### src/rtl/keyboard_encoder.sv
// ASCII to PS/2 set-2 scan-code encoder: make / F0 / break bytes on a valid/ready
// byte stream, with left-shift wrapping for uppercase letters.
module keyboard_encoder (
  input  logic       clk,
  input  logic       rst,
  input  logic       in_valid,
  output logic       in_ready,
  input  logic [7:0] in_data,
  output logic       out_valid,
  input  logic       out_ready,
  output logic [7:0] out_data,
  output logic       err,
  output logic       busy,
  output logic [7:0] key_cnt
);

  localparam int unsigned BYTE_W = 8;
  localparam logic [BYTE_W-1:0] SHIFT_CODE = 8'h12;
  localparam logic [BYTE_W-1:0] BREAK_CODE = 8'hF0;

  typedef enum logic [2:0] {
    IDLE, SH_MK, KEY_MK, KEY_BRKP, KEY_BRK, SH_BRKP, SH_BRK
  } state_t;

  state_t            state;
  logic [BYTE_W-1:0] code;
  logic              upper;

  logic              in_upper_c;
  logic [BYTE_W-1:0] in_lower_c;
  logic [BYTE_W-1:0] in_code_c;
  logic              xfer_c;

  // Scan code for a lowercase letter or digit; 00 marks an unmapped character.
  function automatic logic [BYTE_W-1:0] lookup(input logic [BYTE_W-1:0] c);
    case (c)
      8'h30: lookup = 8'h45;  8'h31: lookup = 8'h16;  8'h32: lookup = 8'h1E;
      8'h33: lookup = 8'h26;  8'h34: lookup = 8'h25;  8'h35: lookup = 8'h2E;
      8'h36: lookup = 8'h36;  8'h37: lookup = 8'h3D;  8'h38: lookup = 8'h3E;
      8'h39: lookup = 8'h46;
      8'h61: lookup = 8'h1C;  8'h62: lookup = 8'h32;  8'h63: lookup = 8'h21;
      8'h64: lookup = 8'h23;  8'h65: lookup = 8'h24;  8'h66: lookup = 8'h2B;
      8'h67: lookup = 8'h34;  8'h68: lookup = 8'h33;  8'h69: lookup = 8'h43;
      8'h6A: lookup = 8'h3B;  8'h6B: lookup = 8'h42;  8'h6C: lookup = 8'h4B;
      8'h6D: lookup = 8'h3A;  8'h6E: lookup = 8'h31;  8'h6F: lookup = 8'h44;
      8'h70: lookup = 8'h4D;  8'h71: lookup = 8'h15;  8'h72: lookup = 8'h2D;
      8'h73: lookup = 8'h1B;  8'h74: lookup = 8'h2C;  8'h75: lookup = 8'h3C;
      8'h76: lookup = 8'h2A;  8'h77: lookup = 8'h1D;  8'h78: lookup = 8'h22;
      8'h79: lookup = 8'h35;  8'h7A: lookup = 8'h1A;
      default: lookup = 8'h00;
    endcase
  endfunction

  always_comb begin
    in_upper_c = (in_data >= 8'h41) && (in_data <= 8'h5A);
    in_lower_c = in_upper_c ? (in_data | 8'h20) : in_data;
    in_code_c  = lookup(in_lower_c);
    xfer_c     = out_valid && out_ready;
  end

  // Sequencer: state names the byte currently presented on out_data.
  always_ff @(posedge clk or posedge rst) begin
    if (rst) begin
      state     <= IDLE;
      code      <= '0;
      upper     <= 1'b0;
      in_ready  <= 1'b1;
      out_valid <= 1'b0;
      out_data  <= '0;
      err       <= 1'b0;
      busy      <= 1'b0;
      key_cnt   <= '0;
    end else begin
      err <= 1'b0;
      case (state)
        IDLE: begin
          if (in_valid && in_ready) begin
            if (in_code_c != 8'h00) begin
              code      <= in_code_c;
              upper     <= in_upper_c;
              state     <= in_upper_c ? SH_MK : KEY_MK;
              out_data  <= in_upper_c ? SHIFT_CODE : in_code_c;
              out_valid <= 1'b1;
              in_ready  <= 1'b0;
              busy      <= 1'b1;
            end else begin
              err <= 1'b1;
            end
          end
        end
        SH_MK: if (xfer_c) begin
          state    <= KEY_MK;
          out_data <= code;
        end
        KEY_MK: if (xfer_c) begin
          state    <= KEY_BRKP;
          out_data <= BREAK_CODE;
        end
        KEY_BRKP: if (xfer_c) begin
          state    <= KEY_BRK;
          out_data <= code;
        end
        KEY_BRK: if (xfer_c) begin
          if (upper) begin
            state    <= SH_BRKP;
            out_data <= BREAK_CODE;
          end else begin
            state     <= IDLE;
            out_valid <= 1'b0;
            in_ready  <= 1'b1;
            busy      <= 1'b0;
            key_cnt   <= key_cnt + 8'd1;
          end
        end
        SH_BRKP: if (xfer_c) begin
          state    <= SH_BRK;
          out_data <= SHIFT_CODE;
        end
        SH_BRK: if (xfer_c) begin
          state     <= IDLE;
          out_valid <= 1'b0;
          in_ready  <= 1'b1;
          busy      <= 1'b0;
          key_cnt   <= key_cnt + 8'd1;
        end
        default: begin
          state     <= IDLE;
          out_valid <= 1'b0;
          in_ready  <= 1'b1;
          busy      <= 1'b0;
        end
      endcase
    end
  end

endmodule

### config.mk
export PLATFORM = sky130hd
export DESIGN_NAME = keyboard_encoder
export DESIGN_NICKNAME = d
export VERILOG_FILES = /design/src/rtl/keyboard_encoder.sv
export SDC_FILE = /design/constraint.sdc
export NUM_CORES = 1
export LEC_CHECK = 0
export BUFFER_PORTS_ARGS = -buffer_cell sky130_fd_sc_hd__buf_2
export CORE_MARGIN = 2
export CORE_UTILIZATION = 32
export CTS_CLUSTER_DIAMETER = 80
export DETAILED_ROUTE_END_ITERATION = 7
export GPL_ROUTABILITY_DRIVEN = 0
export PLACE_DENSITY = 0.47
export SLEW_MARGIN = 0
export SYNTH_ARGS = -nofsm -noshare
export SYNTH_HDL_FRONTEND = slang
export SYNTH_SLANG_ARGS = --single-unit
### constraint.sdc
create_clock -name clk -period 4 [get_ports clk]
set_input_delay 0 -clock clk [delete_from_list [all_inputs] [get_ports clk]]
set_output_delay 0 -clock clk [all_outputs]
set_load 0.02 [all_outputs]
==> out/qor.log, run 1 <==
[finish] most common library cell in the layout ignoring fill and taps buf_2
[grt] pin count of the biggest net entering global routing 32
[logic_synthesis] area fraction of the dominant cell type after synthesis 0.320
[pwr] Power, Total 1590 uW
[logic_synthesis] number of instances in the synthesized netlist 263
[floorplan] area of the core 6830 sq um
[sta] Max-Slew Margin vs Limit 0.481
[logic_synthesis] share of synthesized area occupied by flip-flops and latches 0.331
[sta] Max Freq 383 MHz
[clocking] maximum clock path buffer count 2
[finish] Nets 309
[logic_synthesis] cell type with the highest aggregate area in the netlist dfrtp_1
[worst_setup_path] Worst Path Required 4.17 ns
[worst_setup_path] critical path fanouts, max 12
[pwr] worst vdd ir 0.156 mV
[pwr] relative contribution of sequential cells to total power 0.358
[floorplan] Die W 88.2 um
[clocking] Clock Pin Slew Worst Setup and Hold Paths 0.07 ns
[logic_synthesis] Post-Synth Adder-Cell Area 0.0386
[logic_synthesis] number of synthesized flops with an enable pin 0
[clocking] # H-tree levels 2
[clocking] TritonCTS clock tree yes
[finish] commonest cells after routing, fill and taps aside buf_2 (31), dfrtp_1 (29), nand2_1 (27)
[sta] post-layout min period 2.61 ns
[worst_setup_path] type of element capturing the critical path register
[sta] smallest setup slack after layout 1.39 ns
[sta] Final setup viols 0
[logic_synthesis] Synth warnings 0
[finish] post-layout instance count excluding filler cells 387
[drt] DRC viols 0
[finish] final core utilization 0.380
[finish] Area growth syn-to-layout 14.3%
[sta] total negative slack for setup checks 0 ns
[drt] Avg WL per Cell 15.3 um
[drt] routed wire length 5930 um
[grt] total global routing track utilization 0.160
[hold_path] min-delay worst type input port to register
[finish] layout cell share with drive strength beyond 1 0.234
[worst_setup_path] startpoint kind of the worst setup timing path input port
[grt] total congestion overflow 0
[sta] final-report hold violation count 0
[worst_setup_path] Critical Path AT 2.78 ns
[logic_synthesis] post-synthesis compound-gate area fraction 0.254
[clocking] cts hold-fix bufs 2
[sta] worst clock skew 0.00169 ns
[sta] unrepaired setup endpoints after global routing no
[drt] routed vias/inst 5.26
[run] Max-Cap Viols 0
[logic_synthesis] portion of netlist area occupied by mux cells 0.0756
[drt] first-pass iteration count of the detailed router 4
[clocking] buffers inserted during post-CTS setup optimization 0
[sta] number of slew-limit violations in the final report 0
[placed_design] placed instance count 377
[outcome] outcome finished clean
[logic_synthesis] share of flip-flops with an asynchronous set or reset 1.00
[pwr] net switching share of the total power 0.439
[logic_synthesis] largest cells by area after synthesis dfrtp_1 (32%), mux2_2 (6.5%), nand2_1 (4.5%), ha_1 (3.9%), nor2_1 (3.6%)
[logic_synthesis] Syn Std Cell Area 2270 sq um
[pwr] combinational fraction of design power 0.480
[logic_synthesis] area share of and/or/nand/nor cells after synthesis 0.217
[grt] initial antenna violation count 0
[logic_synthesis] combinational family with the most area after synthesis compound AO/OA/AOI/OAI gates
[logic_synthesis] number of synthesized register bits 30
[finish] # diodes 0
[floorplan] effective utilization at floorplan 0.332
[floorplan] std cell rows 30
[sta] share of the cycle needed by the critical path after routing 0.653
[logic_synthesis] syn_area_per_cell 8.63 sq um
[clocking] # clock sinks 30
[clocking] worst-skew pair later-pin latency 0.28 ns
[pwr] total net switching power 698 uW
[drt] remaining antenna violation count 0
[floorplan] number of top-level design ports 32
[grt] wire length of the first global-routing pass 9640 um
[pwr] internal cell power 894 uW
[pwr] clock share of power 0.162
[clocking] clock root buffer clkbuf_8
[drt] total number of vias 2035
[worst_setup_path] critical path start-end classification input port to register
[sta] transition at the pin with the smallest max-transition slack 0.779 ns
[pwr] Leakage 0.00117 uW
[logic_synthesis] post-synthesis net count 282
[grt] number of global-route vias before repair 1910
[worst_setup_path] register-to-register setup slack 1.56 ns
[clocking] number of buffers created by CTS 5
[logic_synthesis] most used flip-flop cell after synthesis dfrtp_1
[logic_synthesis] Distinct cells, synth 60
[placed_design] HPWL after DPL 4380 um
[floorplan] vertical die dimension 88.2 um
[placed_design] PortBufs 31
[logic_synthesis] synthesized-area fraction occupied by xor and xnor cells 0.0270
[placed_design] worst slack, placed 1.10 ns
[drt] initial drt markers 138
[clocking] PostCTS Resize Cnt 0
[floorplan] total die area 7780 sq um
[pwr] power per standard cell area 614 nW/um^2
path summary, 6_finish.rpt:
kind | from | endpoint | cells past startpoint
hold / removal | out_ready | out_data[7] | 4
setup / recovery | in_data[0] | out_data[0] | 10
min in group asynchronous | rst | key_cnt[7] | 4
max in group asynchronous | rst | in_ready | 4
setup reg to reg | state[0] | out_data[0] | 7
hold reg to reg | key_cnt[7] | key_cnt[7] | 1
flip-flops by register name, summed over array words and instances (netlist names):
signal / flops
state: 3
code: 7
out_data: 8
err: 1
upper: 1
in_ready: 1
key_cnt: 8
busy: 1
Yosys cell counts (all sizes together), types with 3 or more instances:
master,n
a31oi,4
ha,7
nand2,27
nand4,4
o22ai,4
nor4,3
o31a,3
and2,3
o41ai,3
a32oi,3
nor3,8
nor2,23
and3,4
o21ai,17
xnor2,6
nand3,4
a21oi,9
buf,8
o21bai,3
or2,3
inv,11
mux2,14
a22o,7
nand2b,11
nor2b,5
clkbuf,8
dfrtp,29
per-layer routing:
layer  global-route usage  up-vias  part of all wire
met2                0.258       46              0.48
met3               0.0339       13             0.035
met4               0.0482        0             0.018
met1                0.214      957              0.47
li1                     -     1019                 -
met5                    0        -                 0
stage by stage:
stage               cell area [sq um]  hold WS, ns
finish                           2590        0.227
global route                     2590        0.279
floorplan                        2270       0.0901
CTS                              2590        0.221
detailed placement               2480        0.110
global placement                 2480        0.101
power by group through the flow:
stage	registers [uW]	logic, uW	clock network [uW]
after floorplan	553	588	0
final	570	764	259
after CTS	570	769	272
after global placement	574	763	0
after global routing	596	849	285
after detailed placement	575	764	0
cell type report:
cell class | instances | area (sq um)
multi-input combinational | 206 | 1390
sequential | 30 | 752
fill | 758 | 4240
clock buffer | 6 | 82.6
clock inverter | 2 | 12.5
tap | 96 | 120
inverter | 11 | 41.3
timing repair buffer | 36 | 198
kinds of logic (layout without fill, tap and decap cells):
logic type	after synthesis	after routing
muxes	15	15
adders and majority gates	7	7
xor gates and xnor gates	7	7
AOI/OAI and AO/OA	78	78
DFF	30	30
and+or+nand+nor	99	99
buffers and inverters	27	55
worst max-delay path, stage by stage:
cell and delay (ns):
buf_2 0.14, inv_1 0.14, ha_1 0.37, and2_4 0.19, o21ai_1 0.11, o311ai_0 0.14, a31o_2 0.30, or4_4 0.63
o41ai_4 0.37, mux2_2 0.38
No activity file was read; power rests on OpenSTA's default activity.
==> run 2: changes to the inputs <==
--- a/config.mk
+++ b/config.mk
@@ -5,13 +5,14 @@
 export SDC_FILE = /design/constraint.sdc
 export NUM_CORES = 1
 export LEC_CHECK = 0
+export ABC_AREA = 1
 export BUFFER_PORTS_ARGS = -buffer_cell sky130_fd_sc_hd__buf_2
 export CORE_MARGIN = 2
 export CORE_UTILIZATION = 32
 export CTS_CLUSTER_DIAMETER = 80
 export DETAILED_ROUTE_END_ITERATION = 7
 export GPL_ROUTABILITY_DRIVEN = 0
-export PLACE_DENSITY = 0.47
+export PLACE_DENSITY = 0.48
 export SLEW_MARGIN = 0
 export SYNTH_ARGS = -nofsm -noshare
 export SYNTH_HDL_FRONTEND = slang
==> constraint.sdc (replaced) <==
create_clock -name clk -period 2.35 [get_ports clk]
set_input_delay 0 -clock clk [delete_from_list [all_inputs] [get_ports clk]]
set_output_delay 0 -clock clk [all_outputs]
set_load 0.02 [all_outputs]
==> out/qor.log, run 2 <==
[outcome] outcome finished clean
[drt] DRC viols 0
[drt] remaining antenna violation count 0
[sta] worst clock skew 0.00602 ns
[clocking] Clock Pin Slew Worst Setup and Hold Paths 0.07 ns
[clocking] worst-skew pair later-pin latency 0.28 ns
[pwr] total net switching power 329 uW
[logic_synthesis] number of synthesized register bits 30
[drt] Avg WL per Cell 12.8 um
[pwr] worst vdd ir 0.198 mV
[placed_design] HPWL after DPL 4130 um
[worst_setup_path] critical path fanouts, max 12
[grt] wire length of the first global-routing pass 8990 um
[pwr] power per standard cell area 451 nW/um^2
[logic_synthesis] most numerous cell types in the synthesized netlist nand2_1 (104), dfrtp_1 (29), nand3_1 (28)
[worst_setup_path] cell type group with the largest total delay on the critical path simple AND/OR/NAND/NOR gates
[drt] met2 WL 2710 um
[floorplan] total die area 7660 sq um
[logic_synthesis] Synth warnings 0
[logic_synthesis] most used flip-flop cell after synthesis dfrtp_1
[logic_synthesis] share of synthesized area occupied by flip-flops and latches 0.337
[clocking] number of buffers created by CTS 5
[pwr] Leakage 0.00139 uW
[logic_synthesis] cell type with the highest aggregate area in the netlist dfrtp_1
[floorplan] area of the core 6760 sq um
[drt] met3 routed WL 231 um
[drt] routed vias/inst 4.86
[sta] post-layout min period 1.93 ns
[drt] routed wire length 5400 um
[logic_synthesis] Distinct cells, synth 36
[finish] most common library cell in the layout ignoring fill and taps nand2_1
[worst_setup_path] startpoint kind of the worst setup timing path register
[worst_setup_path] critical path start-end classification register to register
[sta] share of the cycle needed by the critical path after routing 0.822
[logic_synthesis] number of instances in the synthesized netlist 307
[logic_synthesis] post-synthesis net count 326
[sta] transition at the pin with the smallest max-transition slack 0.427 ns
[hold_path] min-delay worst type input port to register
[worst_setup_path] Critical Path AT 2.09 ns
[sta] unrepaired setup endpoints after global routing no
[logic_synthesis] number of synthesized flops with an enable pin 0
[clocking] maximum clock path buffer count 2
[worst_setup_path] most frequent CP cell nand2_1
[pwr] net switching share of the total power 0.288
[clocking] PostCTS Resize Cnt 0
[clocking] cts hold-fix bufs 1
[pwr] internal cell power 814 uW
[clocking] buffers inserted during post-CTS setup optimization 0
[drt] total number of vias 2048
[pwr] relative contribution of sequential cells to total power 0.452
[worst_setup_path] register-to-register setup slack 0.42 ns
[worst_setup_path] cell breakdown of the critical path nand2_1 > inv_2 > a21oi_1 > nand2_1 > nand2_1 > a221oi_2 > nand2_2 > nand2_1 > o21ai_2
[sta] Max-Slew Margin vs Limit 0.714
[drt] initial drt markers 123
[placed_design] PortBufs 31
[worst_setup_path] Worst Path Required 2.51 ns
[worst_setup_path] Critical-path top delay cell dfrtp_1
[drt] top layer used by detailed routing met4
[logic_synthesis] share of flip-flops with an asynchronous set or reset 1.00
[logic_synthesis] area fraction of the dominant cell type after synthesis 0.325
[worst_setup_path] worst path buffer plus inverter count 1
[worst_setup_path] biggest cell delay along the critical path 0.52 ns
[grt] number of global-route vias before repair 1880
[pwr] combinational fraction of design power 0.169
[grt] pin count of the biggest net entering global routing 22
[grt] initial antenna violation count 0
[finish] # diodes 0
[worst_setup_path] type of element capturing the critical path register
[floorplan] std cell rows 30
[sta] total negative slack for setup checks 0 ns
[run] Max-Cap Viols 0
[floorplan] effective utilization at floorplan 0.330
[finish] final core utilization 0.375
[sta] final-report hold violation count 0
[floorplan] vertical die dimension 87.5 um
[finish] layout cell share with drive strength beyond 1 0.249
[finish] Nets 359
[sta] Max Freq 518 MHz
[finish] biggest registers after layout key_cnt: 8 flops, out_data: 8 flops, code: 7 flops
[logic_synthesis] most numerous cell in the Yosys netlist nand2_1
[finish] commonest cells after routing, fill and taps aside nand2_1 (104), buf_2 (31), dfrtp_1 (29)
[grt] total congestion overflow 0
[logic_synthesis] largest cells by area after synthesis dfrtp_1 (33%), nand2_1 (17%), nand3_1 (6.3%), o21ai_2 (4.3%), ha_1 (3.9%)
[drt] WL met1 2360 um
[logic_synthesis] syn_area_per_cell 7.27 sq um
[floorplan] number of top-level design ports 32
[floorplan] Die W 87.5 um
[clocking] clock root buffer clkbuf_8
[sta] number of slew-limit violations in the final report 0
[clocking] # clock sinks 30
[drt] first-pass iteration count of the detailed router 4
[logic_synthesis] Syn Std Cell Area 2230 sq um
[sta] Min Hold Slack 0.0717 ns
[pwr] clock share of power 0.379
[sta] Final setup viols 0
[clocking] TritonCTS clock tree yes
[finish] Area growth syn-to-layout 13.6%
[clocking] # H-tree levels 2
[grt] total global routing track utilization 0.151
==> run 2: layer usage <==
metal,track usage,vias up
met4,0.0545,0
met5,0,-
li1,-,1061
met2,0.268,54
met1,0.179,928
met3,0.0284,5
==> run 2: per-stage QoR <==
| stage | total power [uW] | setup slack [ns] | cells | instance area (sq um) |
|---|---|---|---|---|
| floorplan | 673 | 0.653 | 307 | 2230 |
| global placement | 722 | 0.218 | 412 | 2430 |
| detailed placement | 718 | 0.232 | 412 | 2430 |
| CTS | 1160 | 0.426 | 421 | 2530 |
| global route | 1210 | 0.201 | 421 | 2530 |
| finish | 1140 | 0.418 | 421 | 2530 |
==> run 2: final cells by class <==
class                   count  area [sq um]
inverters                  30           113
repair buffers             36           195
fillers                   719          4220
multi-input cells         237          1280
clock inverters             1          5.00
well taps                  80           100
flip-flops and latches     30           752
clock buffers               7          86.3
==> run 2: kinds of logic after synthesis <==
family / Yosys count / share of synthesized area
fa+ha+maj: 7 / 0.0393
buf+inv: 40 / 0.0875
simple gates: 183 / 0.380
xor+xnor: 7 / 0.0275
compound gates: 40 / 0.129
flops: 30 / 0.337
==> run 2: tightest hold or removal path, stage by stage <==
cell and delay, ns:
buf_2 0.09, nand2_1 0.15, nor2_1 0.07
==> run 2: final timing paths <==
kind,cells past startpoint,startpoint,endpoint
setup / recovery,9,state[2],out_data[1]
hold / removal,3,in_valid,err
setup reg to reg,9,state[2],out_data[1]
hold reg to reg,1,key_cnt[7],key_cnt[7]
max in group asynchronous,4,rst,in_ready
min in group asynchronous,3,rst,key_cnt[5]
==> run 2: power by group through the flow <==
stage | clock [uW] | combinational (uW) | sequential [uW]
2_1_floorplan | 0 | 147 | 526
6_report | 434 | 193 | 517
4_1_cts | 450 | 194 | 516
3_3_place_gp | 0 | 196 | 526
5_1_grt | 478 | 216 | 516
3_5_place_dp | 0 | 192 | 526
==> run 3: changes to the inputs <==
--- a/config.mk
+++ b/config.mk
@@ -5,14 +5,14 @@
 export SDC_FILE = /design/constraint.sdc
 export NUM_CORES = 1
 export LEC_CHECK = 0
-export ABC_AREA = 1
+export ABC_AREA = 0
 export BUFFER_PORTS_ARGS = -buffer_cell sky130_fd_sc_hd__buf_2
 export CORE_MARGIN = 2
 export CORE_UTILIZATION = 32
 export CTS_CLUSTER_DIAMETER = 80
 export DETAILED_ROUTE_END_ITERATION = 7
 export GPL_ROUTABILITY_DRIVEN = 0
-export PLACE_DENSITY = 0.48
+export PLACE_DENSITY = 0.47
 export SLEW_MARGIN = 0
 export SYNTH_ARGS = -nofsm -noshare
 export SYNTH_HDL_FRONTEND = slang
==> constraint.sdc (replaced) <==
create_clock -name clk -period 2 [get_ports clk]
set_input_delay 0 -clock clk [delete_from_list [all_inputs] [get_ports clk]]
set_output_delay 0 -clock clk [all_outputs]
set_load 0.02 [all_outputs]
==> out/qor.log, run 3 (synthesis results as in run 1) <==
[grt] total global routing track utilization 0.174
[sta] total negative slack for setup checks -3.03 ns
[floorplan] vertical die dimension 88.2 um
[pwr] power per standard cell area 1170 nW/um^2
[pwr] net switching share of the total power 0.401
[pwr] Leakage 0.00151 uW
[placed_design] Placed Instance Area 2970 sq um
[sta] number of slew-limit violations in the final report 0
[clocking] maximum clock path buffer count 2
[worst_setup_path] type of element capturing the critical path register
[drt] DRC viols 0
[clocking] # clock sinks 30
[grt] wire length of the first global-routing pass 10600 um
[finish] Area growth syn-to-layout 40.8%
[clocking] Clock Pin Slew Worst Setup and Hold Paths 0.07 ns
[clocking] clock root buffer clkbuf_8
[worst_setup_path] critical path fanouts, max 5
[floorplan] total die area 7780 sq um
[pwr] relative contribution of sequential cells to total power 0.268
[sta] final-report hold violation count 0
[hold_path] cell depth of the worst hold path 3
[grt] total congestion overflow 0
[placed_design] HPWL after DPL 5020 um
[clocking] # H-tree levels 2
[worst_setup_path] reg2reg start in_ready
[floorplan] effective utilization at floorplan 0.332
[hold_path] Hold Crit Endpoint err
[pwr] clock share of power 0.161
[sta] Max-Slew Margin vs Limit 0.705
[drt] remaining antenna violation count 0
[hold_path] start point of the worst hold path in_valid
[outcome] outcome complete, but fails checks
[grt] pin count of the biggest net entering global routing 22
[finish] # diodes 0
[finish] biggest registers after layout key_cnt: 8 flops, out_data: 8 flops, code: 7 flops
[sta] transition at the pin with the smallest max-transition slack 0.438 ns
[worst_setup_path] Worst Path Required 2.17 ns
[drt] Avg WL per Cell 14.2 um
[worst_setup_path] path depth of the worst reg2reg path 7
[floorplan] Die W 88.2 um
[grt] initial antenna violation count 0
[sta] smallest setup slack after layout -0.215 ns
[finish] commonest cells after routing, fill and taps aside buf_4 (65), buf_2 (30), dfrtp_1 (29)
[pwr] worst vdd ir 0.344 mV
[drt] routed wire length 6410 um
[finish] most common library cell in the layout ignoring fill and taps buf_4
[floorplan] area of the core 6830 sq um
[clocking] number of buffers created by CTS 5
[sta] Final setup viols 18
[clocking] worst-skew pair later-pin latency 0.28 ns
[floorplan] std cell rows 30
[pwr] combinational fraction of design power 0.570
[worst_setup_path] startpoint kind of the worst setup timing path input port
[finish] layout cell share with drive strength beyond 1 0.408
[drt] routed vias/inst 5.00
[pwr] Power, Total 3750 uW
[sta] unrepaired setup endpoints after global routing yes
[pwr] total net switching power 1500 uW
[drt] first-pass iteration count of the detailed router 4
[drt] total number of vias 2254
[outcome] violated checks negative setup slack
[sta] post-layout min period 2.21 ns
[sta] worst clock skew 0.00313 ns
[hold_path] min-delay worst type input port to register
[finish] Nets 373
[floorplan] number of top-level design ports 32
[worst_setup_path] register-to-register setup slack 0.02 ns
[pwr] internal cell power 2250 uW
[drt] initial drt markers 70
[clocking] TritonCTS clock tree yes
[placed_design] PortBufs 31
[sta] Max Freq 452 MHz
[worst_setup_path] critical path start-end classification input port to register
[run] Max-Cap Viols 0
[grt] number of global-route vias before repair 2186
[sta] share of the cycle needed by the critical path after routing 1.11
[worst_setup_path] Critical Path AT 2.38 ns
[worst_setup_path] worst r2r dst out_data[2]
[finish] post-route cell area 3190 sq um
-- run 3: power by group through the flow --
stage	registers (uW)	logic (uW)	clock network, uW
after floorplan	1110	1200	0
after global placement	1010	2030	0
after detailed placement	1010	2030	0
after CTS	1000	2120	624
after global routing	1050	2360	652
final	1010	2140	606
-- run 3: stage by stage --
step	hold slack [ns]	util	setup slack, ns	cells
after detailed placement	0.0241	0.435	-0.710	438
after global placement	0.0298	0.435	-0.612	438
final	0.0104	0.468	-0.215	451
after global routing	0.0142	0.468	-0.281	451
after floorplan	0.0901	-	-0.344	263
after CTS	0.0225	0.463	-0.299	451
-- run 3: area by class of cell --
| cell class | count | area, sq um |
|---|---|---|
| repair buffers | 100 | 702 |
| fillers | 714 | 3640 |
| clock buffers | 5 | 68.8 |
| multi-input cells | 206 | 1470 |
| clock inverters | 3 | 40.0 |
| flip-flops and latches | 30 | 752 |
| well taps | 96 | 120 |
| inverters | 11 | 45.0 |
-- run 3: how the worst max path moves through the flow --
stage,slack [ns],start,end
2_1_floorplan,-0.34,in_data[0],out_data[0]
3_3_place_gp,-0.61,in_data[0],out_data[3]
3_5_place_dp,-0.71,in_data[0],out_data[4]
4_1_cts,-0.30,in_data[0],out_data[0]
5_1_grt,-0.28,in_data[0],out_data[4]
6_report,-0.21,in_data[0],out_data[0]
-- run 3: critical path: stages --
cell and delay, ns:
buf_12 0.09, clkinvlp_4 0.14, ha_4 0.28, nor2b_4 0.12, o31a_1 0.27, a31o_2 0.24, or4_4 0.54, o41ai_4 0.23
buf_6 0.17, mux2_4 0.29
-- run 3: routing by layer --
metal | GRT usage | vias to the layer above | wire (um)
li1 | - | 1146 | -
met1 | 0.236 | 1072 | 3060
met2 | 0.290 | 30 | 3110
met3 | 0.0302 | 6 | 181
met4 | 0.0399 | 0 | 57
met5 | 0 | - | 0
-- run 3: repair_timing --
action                     4_1_cts  5_1_grt
pin swaps                        7        5
hold buffers                     1        0
gates resized for setup         11        9
cloned                           0        0
setup buffers                    4        0
hold endpoints to repair         9        0
setup endpoints to repair       17       21
